[src/rtl/periph_timer_pkg.sv]
// Shared peripheral definitions for the timer: register window layout,
// TCON bit positions and the data-memory address decoder.
package periph_timer_pkg;

  localparam logic [31:0] DEFAULT_BASE = 32'h4000_0000;

  localparam logic [31:0] TH_OFF      = 32'h0000_0000;
  localparam logic [31:0] TL_OFF      = 32'h0000_0004;
  localparam logic [31:0] TCON_OFF    = 32'h0000_0008;
  localparam logic [31:0] SYSTICK_OFF = 32'h0000_000C;

  localparam int TCON_EN_BIT     = 0;
  localparam int TCON_IE_BIT     = 1;
  localparam int TCON_STATUS_BIT = 2;

  localparam logic [31:0] COUNT_MAX = 32'hFFFF_FFFF;

  typedef enum logic [2:0] {
    REG_NONE,
    REG_TH,
    REG_TL,
    REG_TCON,
    REG_SYSTICK
  } regSel_e;

  // Word-granular decode: byte lanes are not part of the register select.
  function automatic regSel_e decodeReg(input logic [29:0] baseWord,
                                        input logic [29:0] addrWord);
    logic [31:0] off;
    regSel_e     sel;
    off = {addrWord - baseWord, 2'b00};
    case (off)
      TH_OFF:      sel = REG_TH;
      TL_OFF:      sel = REG_TL;
      TCON_OFF:    sel = REG_TCON;
      SYSTICK_OFF: sel = REG_SYSTICK;
      default:     sel = REG_NONE;
    endcase
    decodeReg = sel;
  endfunction

endpackage

[src/rtl/timer_counter.sv]
// TL up-counter with auto-reload from TH; bus loads of TL take priority.
module timer_counter
  import periph_timer_pkg::*;
(
  input  logic        iClk,
  input  logic        iRst_n,
  input  logic        iEn,
  input  logic [31:0] iTh,
  input  logic        iLoad,
  input  logic [31:0] iLoadData,
  output logic [31:0] oTl,
  output logic        oOverflow
);

  // Overflow is the cycle in which TL sits at its maximum while enabled;
  // the reload and the STATUS set both happen at the edge that ends it.
  assign oOverflow = iEn && (oTl == COUNT_MAX);

  always_ff @(posedge iClk or negedge iRst_n) begin
    if (!iRst_n) begin
      oTl <= '0;
    end else if (iLoad) begin
      oTl <= iLoadData;
    end else if (oOverflow) begin
      oTl <= iTh;
    end else if (iEn) begin
      oTl <= oTl + 32'd1;
    end
  end

endmodule

[src/rtl/periph_timer.sv]
// Memory-mapped timer: TH/TL reload counter, TCON control/status, free-running
// SYSTICK, combinational read mux and level interrupt.
module periph_timer
  import periph_timer_pkg::*;
#(
  parameter logic [31:0] BASE = DEFAULT_BASE
) (
  input  logic        iClk,
  input  logic        iRst_n,
  input  logic        iRd,
  input  logic        iWr,
  input  logic [31:0] iAddr,
  input  logic [31:0] iWrData,
  output logic [31:0] oRdData,
  output logic        oAccessable,
  output logic        oIrq
);

  regSel_e     regSel;
  logic [31:0] th;
  logic [31:0] tl;
  logic [31:0] sysTick;
  logic        tconEn;
  logic        tconIe;
  logic        tconStatus;
  logic        overflow;
  logic        wrTh;
  logic        wrTl;
  logic        wrTcon;
  logic [31:0] tconWord;
  logic [1:0]  unusedAddrBits;

  assign unusedAddrBits = iAddr[1:0];

  assign regSel      = decodeReg(BASE[31:2], iAddr[31:2]);
  assign oAccessable = (regSel != REG_NONE);

  assign wrTh   = iWr && (regSel == REG_TH);
  assign wrTl   = iWr && (regSel == REG_TL);
  assign wrTcon = iWr && (regSel == REG_TCON);

  always_comb begin
    tconWord                  = '0;
    tconWord[TCON_EN_BIT]     = tconEn;
    tconWord[TCON_IE_BIT]     = tconIe;
    tconWord[TCON_STATUS_BIT] = tconStatus;
  end

  always_comb begin
    oRdData = '0;
    if (iRd) begin
      case (regSel)
        REG_TH:      oRdData = th;
        REG_TL:      oRdData = tl;
        REG_TCON:    oRdData = tconWord;
        REG_SYSTICK: oRdData = sysTick;
        default:     oRdData = '0;
      endcase
    end
  end

  timer_counter uCounter (
    .iClk      (iClk),
    .iRst_n    (iRst_n),
    .iEn       (tconEn),
    .iTh       (th),
    .iLoad     (wrTl),
    .iLoadData (iWrData),
    .oTl       (tl),
    .oOverflow (overflow)
  );

  always_ff @(posedge iClk or negedge iRst_n) begin
    if (!iRst_n) begin
      th <= '0;
    end else if (wrTh) begin
      th <= iWrData;
    end
  end

  // Hardware overflow beats a software clear of STATUS in the same cycle.
  always_ff @(posedge iClk or negedge iRst_n) begin
    if (!iRst_n) begin
      tconEn     <= 1'b0;
      tconIe     <= 1'b0;
      tconStatus <= 1'b0;
    end else if (wrTcon) begin
      tconEn     <= iWrData[TCON_EN_BIT];
      tconIe     <= iWrData[TCON_IE_BIT];
      tconStatus <= iWrData[TCON_STATUS_BIT] | overflow;
    end else begin
      tconStatus <= tconStatus | overflow;
    end
  end

  always_ff @(posedge iClk or negedge iRst_n) begin
    if (!iRst_n) begin
      sysTick <= '0;
    end else begin
      sysTick <= sysTick + 32'd1;
    end
  end

  assign oIrq = tconIe & tconStatus;

endmodule

[config.mk]
export PLATFORM = sky130hd
export DESIGN_NAME = periph_timer
export DESIGN_NICKNAME = d
export VERILOG_FILES = /design/src/rtl/periph_timer_pkg.sv /design/src/rtl/timer_counter.sv /design/src/rtl/periph_timer.sv
export SDC_FILE = /design/constraint.sdc
export NUM_CORES = 1
export LEC_CHECK = 0
export BUFFER_PORTS_ARGS = -buffer_cell sky130_fd_sc_hd__buf_2
export CORE_AREA = 8 8 147 149
export DETAILED_ROUTE_END_ITERATION = 7
export DIE_AREA = 0 0 155 157
export PLACE_DENSITY = 0.48
export SYNTH_ARGS = -nofsm -noshare
export SYNTH_HDL_FRONTEND = slang
export SYNTH_SLANG_ARGS = --single-unit
[constraint.sdc]
create_clock -name iClk -period 2.5 [get_ports iClk]
set_input_delay 0.5 -clock iClk [delete_from_list [all_inputs] [get_ports iClk]]
set_output_delay 0.5 -clock iClk [all_outputs]
set_load 0.02 [all_outputs]
==> tab_implementation.tex, run 1 <==
\begin{tabular}{lr}
\hline
Metric & Value \\
\hline
\multicolumn{2}{l}{\textbf{CTS}} \\
\quad TritonCTS buffer count & 9 \\
\quad Clock input transition at the sequential cells of the worst setup and hold paths & 70 ps \\
\quad Clock Latency Late Sink & around 350 ps \\
\quad Clock tree buffer depth & 2 \\
\quad H-tree level count & 3 \\
\quad Sink Count & 99 \\
\quad Post-CTS Hold Buffers & 0 \\
\quad Root cell of the clock tree & clkbuf\_16 \\
\quad CTS tree & yes \\
\multicolumn{2}{l}{\textbf{Synth}} \\
\quad Number of enable flip-flop cells after synthesis & 0 \\
\quad Area of the mapped netlist & 5850 µm² \\
\quad Flip-flop and latch count after synthesis & 99 \\
\quad Sequential-to-total area share from yosys stat & 0.423 \\
\quad Mean cell area of the mapped netlist & 9.79 µm² \\
\quad Share of synthesized flip-flops with an asynchronous set or reset & 1.00 \\
\quad Dominant combinational cell family by area after synthesis & simple AND/OR/NAND/NOR gates \\
\quad Dominant synthesized flop cell & dfrtp\_1 \\
\quad Share of the synthesized area in compound gates (AO/OA/AOI/OAI) & 0.130 \\
\quad Biggest area contributors in the synthesized netlist & dfrtp\_1 42\%, mux2\_2 12\%, nor2\_1 4.4\%, nand2\_1 3.8\%, a22oi\_1 3.7\% \\
\quad Warning count from the yosys run & 0 \\
\quad Post-Synthesis Cells & approximately 600 \\
\quad Number of distinct library cells after synthesis & 62 \\
\quad Synthesized net count & 668 \\
\quad Fraction of post-synthesis cell area in the top cell type by area & 0.423 \\
\quad Top cell type by total area after synthesis & dfrtp\_1 \\
\quad Multiplexer share of the synthesized area & 0.144 \\
\quad Xor/xnor share of the synthesized area & 0.0494 \\
\quad Adder and majority gate portion of the synthesized area & 0.00427 \\
\quad Simple-gate area share of the yosys netlist & 0.209 \\
\multicolumn{2}{l}{\textbf{Critical path}} \\
\quad Critical Path Source Type & input pin \\
\quad CP Max Fanout & 18 \\
\quad Slowest Stage Delay on Critical Path & roughly 300 ps \\
\quad Setup Crit Path Kind & in -> out \\
\quad Required time at the worst-slack endpoint & approximately 2000 ps \\
\quad Critical path, cell by cell & buf\_2, nor4\_1, nand3\_1, nor2\_4, nand2\_2, buf\_6, nor2\_1, buf\_2 \\
\quad Cell mode on critical path & buf\_2 \\
\quad Arrival time of data at the critical path endpoint & 1890 ps \\
\quad Cell at the slowest stage of the critical path & nor4\_1 \\
\quad CP endpoint kind & output port \\
\multicolumn{2}{l}{\textbf{GRT}} \\
\quad Tot GR Track Use & 0.153 \\
\quad Wire length of the first global-routing pass & roughly 30,000 µm \\
\quad Initial antenna violation count & 0 \\
\quad Largest net degree at the start of global routing & 36 \\
\quad Vias in the first global route & roughly 5,300 \\
\quad Overflow left after global routing & 0 \\
\multicolumn{2}{l}{\textbf{Timing}} \\
\quad Setup violators final & 0 \\
\quad Hold violation total from the final report & 0 \\
\quad Total negative slack & 0 ps \\
\quad Slew at the pin closest to its max-slew limit & 539 ps \\
\quad Worst-case clock skew & 10.1 ps \\
\quad Number of pins exceeding their max-slew limit in the final report & 0 \\
\quad Final period utilization & 0.957 \\
\quad Slew margin rel. & 0.638 \\
\quad Unrepaired setup endpoints after global routing & false \\
\quad Minimum period implied by the final worst setup slack & $\sim$2400 ps \\
\quad Maximum operating frequency & around 420 MHz \\
\multicolumn{2}{l}{\textbf{Route}} \\
\quad Vias per cell & 5.18 \\
\quad Starting DRT DRC Count & 387 \\
\quad Antenna violation net count after detailed routing & 0 \\
\quad Residual DRC & 0 \\
\quad Vias after detailed routing & 5,069 \\
\quad Total iterations of the first detailed-routing run & 5 \\
\quad Routed len/inst & $\sim$19 µm \\
\quad Routed wire length & roughly 18,000 µm \\
\multicolumn{2}{l}{\textbf{Final layout}} \\
\quad Cell area after layout & 7120 µm² \\
\quad Fraction of layout cells with a size suffix above 1 & 0.329 \\
\quad Antenna diode instance count & 0 \\
\quad Final layout net count & between 700 and 800 \\
\quad Area grow syn2layout & 21.6\% \\
\multicolumn{2}{l}{\textbf{Power}} \\
\quad Power Total & 3.15 mW \\
\quad Power per cell area & 442 nW/µm² \\
\quad P\_leak & around 3.3 nW \\
\quad IR Drop Worst-Case VDD & 0.324 mV \\
\multicolumn{2}{l}{\textbf{Floorplan}} \\
\quad Die area & 24,300 µm² \\
\quad Die Span X & 155 µm \\
\quad Starting utilization of the core area & 0.305 \\
\quad FP Rows & 51 \\
\quad Die Ht & 157 µm \\
\quad Number of ports placed on the die boundary & approximately 100 \\
\quad Area of the core region & slightly below 20,000 µm² \\
\multicolumn{2}{l}{\textbf{Run status}} \\
\quad Run status & complete, no violations \\
\multicolumn{2}{l}{\textbf{Place}} \\
\quad Port-buffer cells & 99 \\
\quad Post-DP HPWL & 13,900 µm \\
\quad Routability cong. & 0.811 \\
\quad Instance area after placement & around 6800 µm² \\
\multicolumn{2}{l}{\textbf{Worst hold path}} \\
\quad Worst hold-check path type & in -> async \\
\multicolumn{2}{l}{\textbf{Job}} \\
\quad Max-cap violation count & 0 \\
\hline
\end{tabular}
## cells in the final DEF, fill, tap and decap left out, drive strengths merged, types with 2 or more instances in the layout
cell / synthesis / routed
or4: 2 / 2
o21a: 2 / 2
and2: 5 / 5
and4: 4 / 4
clkinvlp: 0 / 2
clkbuf: 16 / 12
clkinv: 1 / 3
o21ai: 18 / 18
nor3: 8 / 8
nand2: 60 / 60
nand3: 30 / 30
xnor2: 20 / 20
a21o: 4 / 4
a222oi: 3 / 3
or2: 2 / 2
o31ai: 14 / 14
or3: 3 / 3
nor2b: 2 / 2
mux2: 65 / 65
inv: 5 / 5
a31oi: 12 / 12
and3: 15 / 15
mux2i: 11 / 11
a22o: 2 / 2
dfrtp: 99 / 99
nor2: 70 / 70
buf: 20 / 136
ha: 2 / 2
nor4: 10 / 10
a22oi: 29 / 29
a211oi: 8 / 8
nand4: 17 / 17
xor2: 13 / 13
a21oi: 13 / 13
## power breakdown
group          leakage, nW  internal, mW  total (mW)  switching (mW)
Sequential            1.27          1.60        1.60        0.000503
Clock                0.135         0.727        1.36           0.629
Combinational         1.85        0.0837       0.192           0.109
Total                 3.26          2.41        3.15           0.738
## worst max-delay path, delay by kind of cell
kind,cells,cell delay (ps)
buffers and inverters,3,460
and+or+nand+nor,5,920
## cell usage after synthesis (all sizes together), types with 2 or more instances
| master | count |
|---|---|
| o31ai | 14 |
| a222oi | 3 |
| a21oi | 13 |
| nor4 | 10 |
| or3 | 3 |
| nor2 | 70 |
| mux2 | 65 |
| a22o | 2 |
| a211oi | 8 |
| and4 | 4 |
| a21o | 4 |
| a22oi | 29 |
| o21a | 2 |
| o21ai | 18 |
| inv | 5 |
| or2 | 2 |
| xor2 | 13 |
| and2 | 5 |
| ha | 2 |
| dfrtp | 99 |
| nand4 | 17 |
| mux2i | 11 |
| xnor2 | 20 |
| buf | 20 |
| nand2 | 60 |
| nor2b | 2 |
| a31oi | 12 |
| or4 | 2 |
| and3 | 15 |
| nor3 | 8 |
| clkbuf | 16 |
| nand3 | 30 |
## final cells by class
| class | count | area (µm²) |
|---|---|---|
| Fill cell | 1966 | 12100 |
| Timing Repair Buffer | 136 | 842 |
| Sequential cell | 99 | 2480 |
| Inverter | 6 | 22.5 |
| Clock inverter | 4 | 25.0 |
| Multi-Input combinational cell | 457 | 3160 |
| Clock buffer | 12 | 256 |
| Tap cell | 265 | 332 |
## registers in the layout (all words and copies together) (netlist names)
name / flops
th: 32
uCounter.oTl: 32
tconEn: 1
tconIe: 1
tconStatus: 1
sysTick: 32
## stage by stage
| step | instances | util | hold slack (ps) | setup slack [ps] |
|---|---|---|---|---|
| after floorplan | 598 | - | 204 | 69.6 |
| after global placement | 962 | 0.354 | 485 | 67.3 |
| after detailed placement | 962 | 0.354 | 492 | 3.39 |
| after CTS | 978 | 0.369 | 127 | 14.3 |
| after global routing | 979 | 0.371 | 147 | 23.2 |
| final | 979 | 0.371 | 114 | 107 |
## layer usage
| layer | vias to the layer above | GRT usage | part of all wire |
|---|---|---|---|
| met5 | - | 0 | 0 |
| met4 | 0 | 0.0397 | 0.012 |
| met3 | 17 | 0.0282 | 0.043 |
| met2 | 127 | 0.255 | 0.49 |
| met1 | 2516 | 0.199 | 0.46 |
| li1 | 2409 | - | - |
## path summary, 6_finish.rpt
kind | startpoint | endpoint | slack [ps] | cells after the start
max in group asynchronous | iRst_n | uCounter.oTl[24] | 1770 | 2
max reg2reg | uCounter.oTl[0] | uCounter.oTl[30] | 220 | 7
min reg2reg | sysTick[19] | sysTick[19] | 500 | 1
max | iAddr[12] | oRdData[13] | 110 | 8
min | iRst_n | tconStatus | 110 | 1
min in group iClk | iWrData[14] | uCounter.oTl[14] | 360 | 2
## logic make-up after synthesis
kind of cell / after synthesis
AND/OR/NAND/NOR: 236
AO/OA/AOI/OAI: 110
flip-flops: 99
multiplexers: 76
buffers and inverters: 42
XOR/XNOR: 33
adder cells (fa/ha/maj): 2
## what timing repair did
| item | CTS | global route |
|---|---|---|
| endpoints found under the hold margin | 0 | 0 |
| buffers inserted | 0 | 1 |
| endpoints found under the setup margin | 1 | 31 |
| gates resized for setup | 1 | 4 |
| pin swaps | 0 | 3 |
Power figures use the tool's default switching activity.
==> run 2, diff against run 1 <==
--- a/config.mk
+++ b/config.mk
@@ -6,9 +6,9 @@
 export NUM_CORES = 1
 export LEC_CHECK = 0
 export BUFFER_PORTS_ARGS = -buffer_cell sky130_fd_sc_hd__buf_2
-export CORE_AREA = 8 8 147 149
+export CORE_AREA = 2 2 141 143
 export DETAILED_ROUTE_END_ITERATION = 7
-export DIE_AREA = 0 0 155 157
+export DIE_AREA = 0 0 143 145
 export PLACE_DENSITY = 0.48
 export SYNTH_ARGS = -nofsm -noshare
 export SYNTH_HDL_FRONTEND = slang
==> run 2 against run 1 <==
  * Worst setup slack improved by 9.0 ps
  * Cell count decreased by 0.41%
  * Combinational power barely moved
  * Sequential share of layout area hardly changed
  * Critical path type unchanged
  * Largest cell class unchanged
  * Largest power group unchanged
  * Highest routed layer unchanged
==> tab_implementation.tex, run 2 (synthesized netlist as in run 1, its figures left out) <==
\begin{tabular}{lr}
\hline
Metric & Value \\
\hline
\multicolumn{2}{l}{\textbf{Critical path}} \\
\quad Arrival time of data at the critical path endpoint & 1880 ps (about the same) \\
\quad Critical Path Source Type & input pin \\
\quad R2R depth & 7 (unchanged) \\
\quad Required time at the worst-slack endpoint & 2000 ps (about the same) \\
\quad CP endpoint kind & output port \\
\quad Worst-case register-to-register setup slack & 240 ps (+20 ps) \\
\quad Crit Reg-Reg Endpoint & uCounter.oTl[30] \\
\quad Worst setup path startpoint & iAddr[18] \\
\quad CP Max Fanout & 14 (-4) \\
\quad Setup Crit Path Kind & in -> out \\
\quad Start of the worst register-to-register path & uCounter.oTl[1] \\
\multicolumn{2}{l}{\textbf{Timing}} \\
\quad Setup violators final & 0 (unchanged) \\
\quad Final setup slack of the worst path & 116 ps (+8.97 ps) \\
\quad Worst-case clock skew & 7.49 ps (-2.58 ps) \\
\quad Final period utilization & 0.954 (-0.00359) \\
\quad Minimum period implied by the final worst setup slack & 2380 ps (-8.97 ps) \\
\quad Maximum operating frequency & 419 MHz (+0.38\%) \\
\quad Hold violation total from the final report & 0 (unchanged) \\
\quad Number of pins exceeding their max-slew limit in the final report & 0 (unchanged) \\
\quad Slew at the pin closest to its max-slew limit & 500 ps (-38.5 ps) \\
\quad Unrepaired setup endpoints after global routing & true \\
\quad Slew margin rel. & 0.666 (+0.0284) \\
\multicolumn{2}{l}{\textbf{Power}} \\
\quad IR Drop Worst-Case VDD & 0.340 mV (+4.9\%) \\
\quad P\_leak & 3.25 nW (-0.17\%) \\
\quad Power per cell area & 459 nW/µm² (+3.8\%) \\
\quad Power Total & 3.27 mW (+3.8\%) \\
\multicolumn{2}{l}{\textbf{Route}} \\
\quad Total iterations of the first detailed-routing run & 4 (-1) \\
\quad Routed len/inst & 18.1 µm (-4.2\%) \\
\quad Met3 wirelength from detailed routing & 764 µm (-2.9\%) \\
\quad Met1 wire length & 8120 µm (-4.0\%) \\
\quad Top layer in use & met4 \\
\quad Vias per cell & 5.13 (-0.96\%) \\
\quad Residual DRC & 0 (unchanged) \\
\quad Starting DRT DRC Count & 290 (-25\%) \\
\quad DR WL met2 & 8560 µm (-4.9\%) \\
\quad Routed wire length & 17,600 µm (-4.6\%) \\
\quad Antenna violation net count after detailed routing & 0 (unchanged) \\
\quad Vias after detailed routing & 5,000 (-1.4\%) \\
\multicolumn{2}{l}{\textbf{CTS}} \\
\quad Post-CTS resize count & 0 (-1) \\
\quad TritonCTS buffer count & 9 (unchanged) \\
\quad Sink Count & 99 (unchanged) \\
\quad CTS tree & yes \\
\quad Clock tree buffer depth & 2 (unchanged) \\
\quad Post-CTS Setup Repair Bufs & 0 (unchanged) \\
\quad Clock Latency Late Sink & 360 ps (about the same) \\
\quad Clock input transition at the sequential cells of the worst setup and hold paths & 60 ps (about the same) \\
\quad Root cell of the clock tree & clkbuf\_16 \\
\quad Post-CTS Hold Buffers & 0 (unchanged) \\
\quad H-tree level count & 3 (unchanged) \\
\multicolumn{2}{l}{\textbf{Place}} \\
\quad Instance area after placement & 6780 µm² (-0.33\%) \\
\quad Port-buffer cells & 99 (unchanged) \\
\quad Post-DP HPWL & 13,200 µm (-5.2\%) \\
\quad Placement-stage worst setup slack & 73.7 ps (+70.3 ps) \\
\quad Routability cong. & 0.798 (-1.6\%) \\
\multicolumn{2}{l}{\textbf{Floorplan}} \\
\quad Number of ports placed on the die boundary & 102 (unchanged) \\
\quad FP Rows & 51 (unchanged) \\
\quad Area of the core region & 19,200 µm² (unchanged) \\
\quad Starting utilization of the core area & 0.305 (unchanged) \\
\quad Die area & 20,700 µm² (-15\%) \\
\quad Die Span X & 143 µm (-7.7\%) \\
\quad Die Ht & 145 µm (-7.6\%) \\
\multicolumn{2}{l}{\textbf{Job}} \\
\quad Max-cap violation count & 0 (unchanged) \\
\multicolumn{2}{l}{\textbf{Worst hold path}} \\
\quad Worst hold-check path type & in -> async \\
\multicolumn{2}{l}{\textbf{Final layout}} \\
\quad Fraction of layout cells with a size suffix above 1 & 0.321 (-0.00800) \\
\quad Final layout net count & 775 (-0.51\%) \\
\quad Number of filler cells placed in the layout & 1,959 (-0.36\%) \\
\quad Antenna diode instance count & 0 (unchanged) \\
\quad Cell area after layout & 7120 µm² (about the same) \\
\quad Final Core Density & 0.370 (about the same) \\
\quad Register Area & 2480 µm² (unchanged) \\
\quad Area used by multi-input combinational logic & 3160 µm² (-0.24\%) \\
\quad Leading cell type in the layout, fill and taps excluded & dfrtp\_1 \\
\quad Area grow syn2layout & 21.5\% (about the same) \\
\quad Most frequent cells in the layout & 99 x dfrtp\_1, 96 x buf\_2, 67 x nor2\_1 \\
\quad Registers with the most flip-flops & sysTick x32, th x32, uCounter.oTl x32 \\
\multicolumn{2}{l}{\textbf{GRT}} \\
\quad Overflow left after global routing & 0 (unchanged) \\
\quad Wire length of the first global-routing pass & 28,500 µm (-2.6\%) \\
\quad Vias in the first global route & 5,234 (-0.51\%) \\
\quad Tot GR Track Use & 0.175 (+0.0227) \\
\quad Largest net degree at the start of global routing & 35 (-2.8\%) \\
\quad Initial antenna violation count & 0 (unchanged) \\
\multicolumn{2}{l}{\textbf{Run status}} \\
\quad Run status & complete, no violations \\
\hline
\end{tabular}
[run 2: cell types whose count changed in the layout (fill, tap and decap cells not counted), moves of 2 or more]
| cell | delta |
|---|---|
| clkbuf_1 | +2 |
| buf_2 | -2 |
| clkinvlp_4 | -2 |
| buf_4 | -3 |
| clkinv_2 | -2 |
[run 2: report_power, final]
group	total (mW)	internal, mW	switching (mW)
registers	1.60	1.60	0.000492
logic	0.190	0.0816	0.109
clock network	1.48	0.861	0.615
[run 2: cell type report]
cell class / instances / area share
Sequential cell: 99 / 0.348
Inverter: 6 / 0.00317
Multi-Input combinational cell: 457 / 0.443
Clock inverter: 1 / 0.00422
Clock buffer: 15 / 0.0390
Tap cell: 265 / 0.0466
Timing Repair Buffer: 132 / 0.115
[run 2: worst max-delay path: stages]
cell and delay (ps):
buf_2 90, nor4_1 300, nand4_1 150, nor2_2 180, nand2_1 160, buf_6 190, nor2_1 130, buf_2 180
[run 2: how the worst max path moves through the flow]
stage / end / slack, ps
global placement: oRdData[12] / 120
global route: oRdData[7] / -8
floorplan: oRdData[10] / 70
detailed placement: oRdData[14] / 70
finish: oRdData[18] / 120
CTS: oRdData[14] / 80
[run 2: layer usage]
metal | global-route usage | vias up
li1 | - | 2406
met1 | 0.239 | 2487
met2 | 0.286 | 97
met3 | 0.0244 | 10
met4 | 0.0559 | 0
met5 | 0 | -
[run 2: through the flow]
step | hold slack [ps] | instances | setup TNS (ps)
after floorplan | 204 | 598 | 0
after global placement | 476 | 959 | 0
after detailed placement | 480 | 959 | 0
after CTS | 110 | 975 | 0
after global routing | 133 | 975 | -8.40
final | 106 | 975 | 0
==> run 3, diff against run 2 <==
--- a/config.mk
+++ b/config.mk
@@ -6,10 +6,11 @@
 export NUM_CORES = 1
 export LEC_CHECK = 0
 export BUFFER_PORTS_ARGS = -buffer_cell sky130_fd_sc_hd__buf_2
-export CORE_AREA = 2 2 141 143
+export CORE_AREA = 2 2 144 146
 export DETAILED_ROUTE_END_ITERATION = 7
-export DIE_AREA = 0 0 143 145
+export DIE_AREA = 0 0 146 148
 export PLACE_DENSITY = 0.48
 export SYNTH_ARGS = -nofsm -noshare
 export SYNTH_HDL_FRONTEND = slang
+export SYNTH_HIERARCHICAL = 1
 export SYNTH_SLANG_ARGS = --single-unit
==> run 3 against run 2 <==
  * The run now ends with negative setup slack left
  * Non-clock buffer count up 16
  * Cell count up 4.5%
  * Register-to-register slack better by 140 ps
  * Worst hold slack better by 53 ps
==> tab_implementation.tex, run 3 <==
\begin{tabular}{lr}
\hline
Metric & Value \\
\hline
\multicolumn{2}{l}{\textbf{Run status}} \\
\quad Failing checks & negative setup slack \\
\quad Run status & finished, violations left \\
\multicolumn{2}{l}{\textbf{Timing}} \\
\quad Unrepaired setup endpoints after global routing & true \\
\quad Total negative slack & -5110 ps (-5110 ps) \\
\quad Setup violators final & 32 (+32) \\
\quad Worst-case clock skew & 11.4 ps (+3.92 ps) \\
\quad Minimum period implied by the final worst setup slack & 2690 ps (+307 ps) \\
\quad Slew margin rel. & 0.553 (-0.113) \\
\quad Number of pins exceeding their max-slew limit in the final report & 0 (unchanged) \\
\quad Fin Hold WS & 159 ps (+53.2 ps) \\
\quad Hold violation total from the final report & 0 (unchanged) \\
\quad Maximum operating frequency & 372 MHz (-11\%) \\
\quad Slew at the pin closest to its max-slew limit & 665 ps (+165 ps) \\
\quad Final period utilization & 1.08 (+0.123) \\
\quad Final setup slack of the worst path & -192 ps (-307 ps) \\
\multicolumn{2}{l}{\textbf{Synth}} \\
\quad Share of the synthesized area in compound gates (AO/OA/AOI/OAI) & 0.126 (-0.00340) \\
\quad Biggest area contributors in the synthesized netlist & dfrtp\_1 40\%, mux2\_1 5.5\%, mux2\_2 5.5\%, xnor2\_1 4.3\%, a21oi\_1 3.8\% \\
\quad Multiplexer share of the synthesized area & 0.138 (-0.00632) \\
\quad Area of the mapped netlist & 6150 µm² (+5.1\%) \\
\quad Flip-flop and latch count after synthesis & 99 (unchanged) \\
\quad Warning count from the yosys run & 6 (+6) \\
\quad Top cell type by total area after synthesis & dfrtp\_1 \\
\quad Fraction of post-synthesis cell area in the top cell type by area & 0.403 (-0.0204) \\
\quad Adder and majority gate portion of the synthesized area & 0.00407 (-0.000206) \\
\quad Post-Synthesis Cells & 623 (+4.2\%) \\
\quad Dominant synthesized flop cell & dfrtp\_1 \\
\quad Mean cell area of the mapped netlist & 9.87 µm² (+0.85\%) \\
\quad Number of distinct library cells after synthesis & 52 (-16\%) \\
\quad Share of synthesized flip-flops with an asynchronous set or reset & 1.00 (unchanged) \\
\quad Sequential-to-total area share from yosys stat & 0.403 (-0.0204) \\
\quad Number of enable flip-flop cells after synthesis & 0 (unchanged) \\
\quad Simple-gate area share of the yosys netlist & 0.214 (+0.00476) \\
\quad Dominant combinational cell family by area after synthesis & simple AND/OR/NAND/NOR gates \\
\quad Xor/xnor share of the synthesized area & 0.0769 (+0.0275) \\
\quad Synthesized net count & 693 (+3.7\%) \\
\quad Leading cell type by number of instances after synthesis & dfrtp\_1 \\
\quad Commonest cells in the netlist & 99 x dfrtp\_1, 60 x nor2\_1, 47 x a21oi\_1, 34 x nand3\_1 \\
\multicolumn{2}{l}{\textbf{Route}} \\
\quad Residual DRC & 0 (unchanged) \\
\quad Routed len/inst & 19.2 µm (+6.1\%) \\
\quad Total iterations of the first detailed-routing run & 5 (+1) \\
\quad Vias after detailed routing & 5,365 (+7.3\%) \\
\quad Routed wire length & 19,500 µm (+11\%) \\
\quad Starting DRT DRC Count & 450 (+55\%) \\
\quad Vias per cell & 5.26 (+2.7\%) \\
\quad Antenna violation net count after detailed routing & 0 (unchanged) \\
\multicolumn{2}{l}{\textbf{Place}} \\
\quad Instance area after placement & 7320 µm² (+7.9\%) \\
\quad Routability cong. & 0.845 (+5.9\%) \\
\quad Placement-stage worst setup slack & -385 ps (-459 ps) \\
\quad Post-DP HPWL & 14,100 µm (+7.0\%) \\
\quad Port-buffer cells & 99 (unchanged) \\
\multicolumn{2}{l}{\textbf{Power}} \\
\quad Logic pwr share & 0.065 (+0.007) \\
\quad Clock group share of total power & 0.426 (-0.026) \\
\quad Net switching power & 0.774 mW (+6.8\%) \\
\quad Switching part of the total power & 0.246 (+0.0244) \\
\quad Internal power consumption & 2.37 mW (-6.8\%) \\
\quad IR Drop Worst-Case VDD & 0.229 mV (-32\%) \\
\quad Power per cell area & 393 nW/µm² (-14\%) \\
\quad P\_leak & 3.54 nW (+8.8\%) \\
\quad Share of total power in sequential cells & 0.509 (+0.019) \\
\multicolumn{2}{l}{\textbf{Final layout}} \\
\quad Cell area after layout & 8000 µm² (+12\%) \\
\quad Area grow syn2layout & 30.1\% \\
\quad Fraction of layout cells with a size suffix above 1 & 0.342 (+0.0207) \\
\quad Final layout net count & 814 (+5.0\%) \\
\quad Final Core Density & 0.399 (+0.0288) \\
\quad Antenna diode instance count & 0 (unchanged) \\
\quad Leading cell type in the layout, fill and taps excluded & dfrtp\_1 \\
\quad Most frequent cells in the layout & 99 x dfrtp\_1, 68 x buf\_2, 47 x a21oi\_1 \\
\quad Registers with the most flip-flops & sysTick x32, th x32, uCounter/oTl x32 \\
\multicolumn{2}{l}{\textbf{CTS}} \\
\quad Clock input transition at the sequential cells of the worst setup and hold paths & 70 ps (about the same) \\
\quad Root cell of the clock tree & clkbuf\_16 \\
\quad TritonCTS buffer count & 9 (unchanged) \\
\quad Sink Count & 99 (unchanged) \\
\quad Clock tree buffer depth & 2 (unchanged) \\
\quad H-tree level count & 3 (unchanged) \\
\quad CTS tree & yes \\
\quad Clock Latency Late Sink & 350 ps (about the same) \\
\multicolumn{2}{l}{\textbf{Floorplan}} \\
\quad Starting utilization of the core area & 0.307 (+0.00214) \\
\quad Die Span X & 146 µm (+2.1\%) \\
\quad Die area & 21,600 µm² (+4.2\%) \\
\quad Area of the core region & 20,000 µm² (+4.3\%) \\
\quad Number of ports placed on the die boundary & 102 (unchanged) \\
\quad FP Rows & 52 (+2.0\%) \\
\quad Die Ht & 148 µm (+2.1\%) \\
\multicolumn{2}{l}{\textbf{GRT}} \\
\quad Wire length of the first global-routing pass & 31,200 µm (+9.4\%) \\
\quad Largest net degree at the start of global routing & 47 (+34\%) \\
\quad Initial antenna violation count & 0 (unchanged) \\
\quad Overflow left after global routing & 0 (unchanged) \\
\quad Vias in the first global route & 5,476 (+4.6\%) \\
\quad Tot GR Track Use & 0.182 (+0.00648) \\
\multicolumn{2}{l}{\textbf{Critical path}} \\
\quad Cell at the slowest stage of the critical path & or4\_4 \\
\quad Critical Path Source Type & input pin \\
\quad Start of the worst register-to-register path & uCounter/oTl[1] \\
\quad CP Max Fanout & 10 (-4) \\
\quad Required time at the worst-slack endpoint & 2000 ps (about the same) \\
\quad Setup Crit Path Kind & in -> out \\
\quad Arrival time of data at the critical path endpoint & 2190 ps (+310 ps) \\
\quad Worst setup path end & oRdData[11] \\
\quad Worst-case register-to-register setup slack & 380 ps (+140 ps) \\
\quad CP endpoint kind & output port \\
\quad Slowest Stage Delay on Critical Path & 680 ps (+380 ps) \\
\quad Crit Reg-Reg Endpoint & uCounter/oTl[1] \\
\quad Critical path, cell by cell & buf\_8, nor4\_4, nand4\_1, or4\_4, clkbuf\_16, nor2\_2, buf\_6 \\
\quad R2R depth & 8 (+1) \\
\quad Worst setup path startpoint & iAddr[20] \\
\multicolumn{2}{l}{\textbf{Worst hold path}} \\
\quad Worst hold-check path type & in -> async \\
\multicolumn{2}{l}{\textbf{Job}} \\
\quad Max-cap violation count & 0 (unchanged) \\
\hline
\end{tabular}
-- run 3: critical path: cells and delay by family --
kind	cells	cell delay (ps)
AND/OR/NAND/NOR	4	1230
buffers and inverters	3	460
-- run 3: logic make-up after synthesis --
| logic type | Yosys count |
|---|---|
| and+or+nand+nor | 222 |
| adders and majority gates | 2 |
| xor gates and xnor gates | 54 |
| buffers and inverters | 50 |
| muxes | 77 |
| AOI/OAI and AO/OA | 119 |
| DFF | 99 |
-- run 3: worst min-delay path by stage --
stage / to / slack [ps] / cells after the start
after floorplan: sysTick[0] / 200 / 0
after global placement: sysTick[31] / 470 / 1
after detailed placement: sysTick[31] / 470 / 1
after CTS: uCounter/oTl[2] / 180 / 1
after global routing: uCounter/oTl[2] / 200 / 1
final: uCounter/oTl[2] / 160 / 1
-- run 3: timing repair --
| action | 4_1_cts | 5_1_grt |
|---|---|---|
| hold buffers | 0 | 0 |
| gates resized for setup | 43 | 31 |
| hold endpoints to repair | 0 | 0 |
| endpoints found under the setup margin | 32 | 65 |
| pin swaps | 2 | 5 |
| gates cloned | 0 | 4 |
| setup buffers | 4 | 2 |
-- run 3: layer usage --
metal | vias to the layer above | track usage | wire length [µm]
met2 | 106 | 0.291 | 9260
met5 | - | 0 | 0
met3 | 14 | 0.0259 | 620
met4 | 0 | 0.0364 | 212
met1 | 2700 | 0.263 | 9430
li1 | 2545 | - | -
-- run 3: final cells by class --
cell class              instances  area, µm²
well taps                     270        338
clock inverters                 7       53.8
clock buffers                   9        225
fillers                      2035      12000
flip-flops and latches         99       2480
repair buffers                148       1230
inverters                      12       45.0
multi-input cells             474       3630
-- run 3: power groups by stage --
stage	combinational, mW	sequential (mW)	clock (mW)
2_1_floorplan	0.0577	1.63	0
3_3_place_gp	0.195	1.63	0
3_5_place_dp	0.198	1.63	0
4_1_cts	0.204	1.60	1.37
5_1_grt	0.224	1.60	1.46
6_report	0.205	1.60	1.34
-- run 3: stage by stage --
step / instances / power (mW)
6_report: 1019 / 3.14
5_1_grt: 1019 / 3.28
4_1_cts: 1015 / 3.18
3_5_place_dp: 995 / 1.83
3_3_place_gp: 995 / 1.83
2_1_floorplan: 623 / 1.69
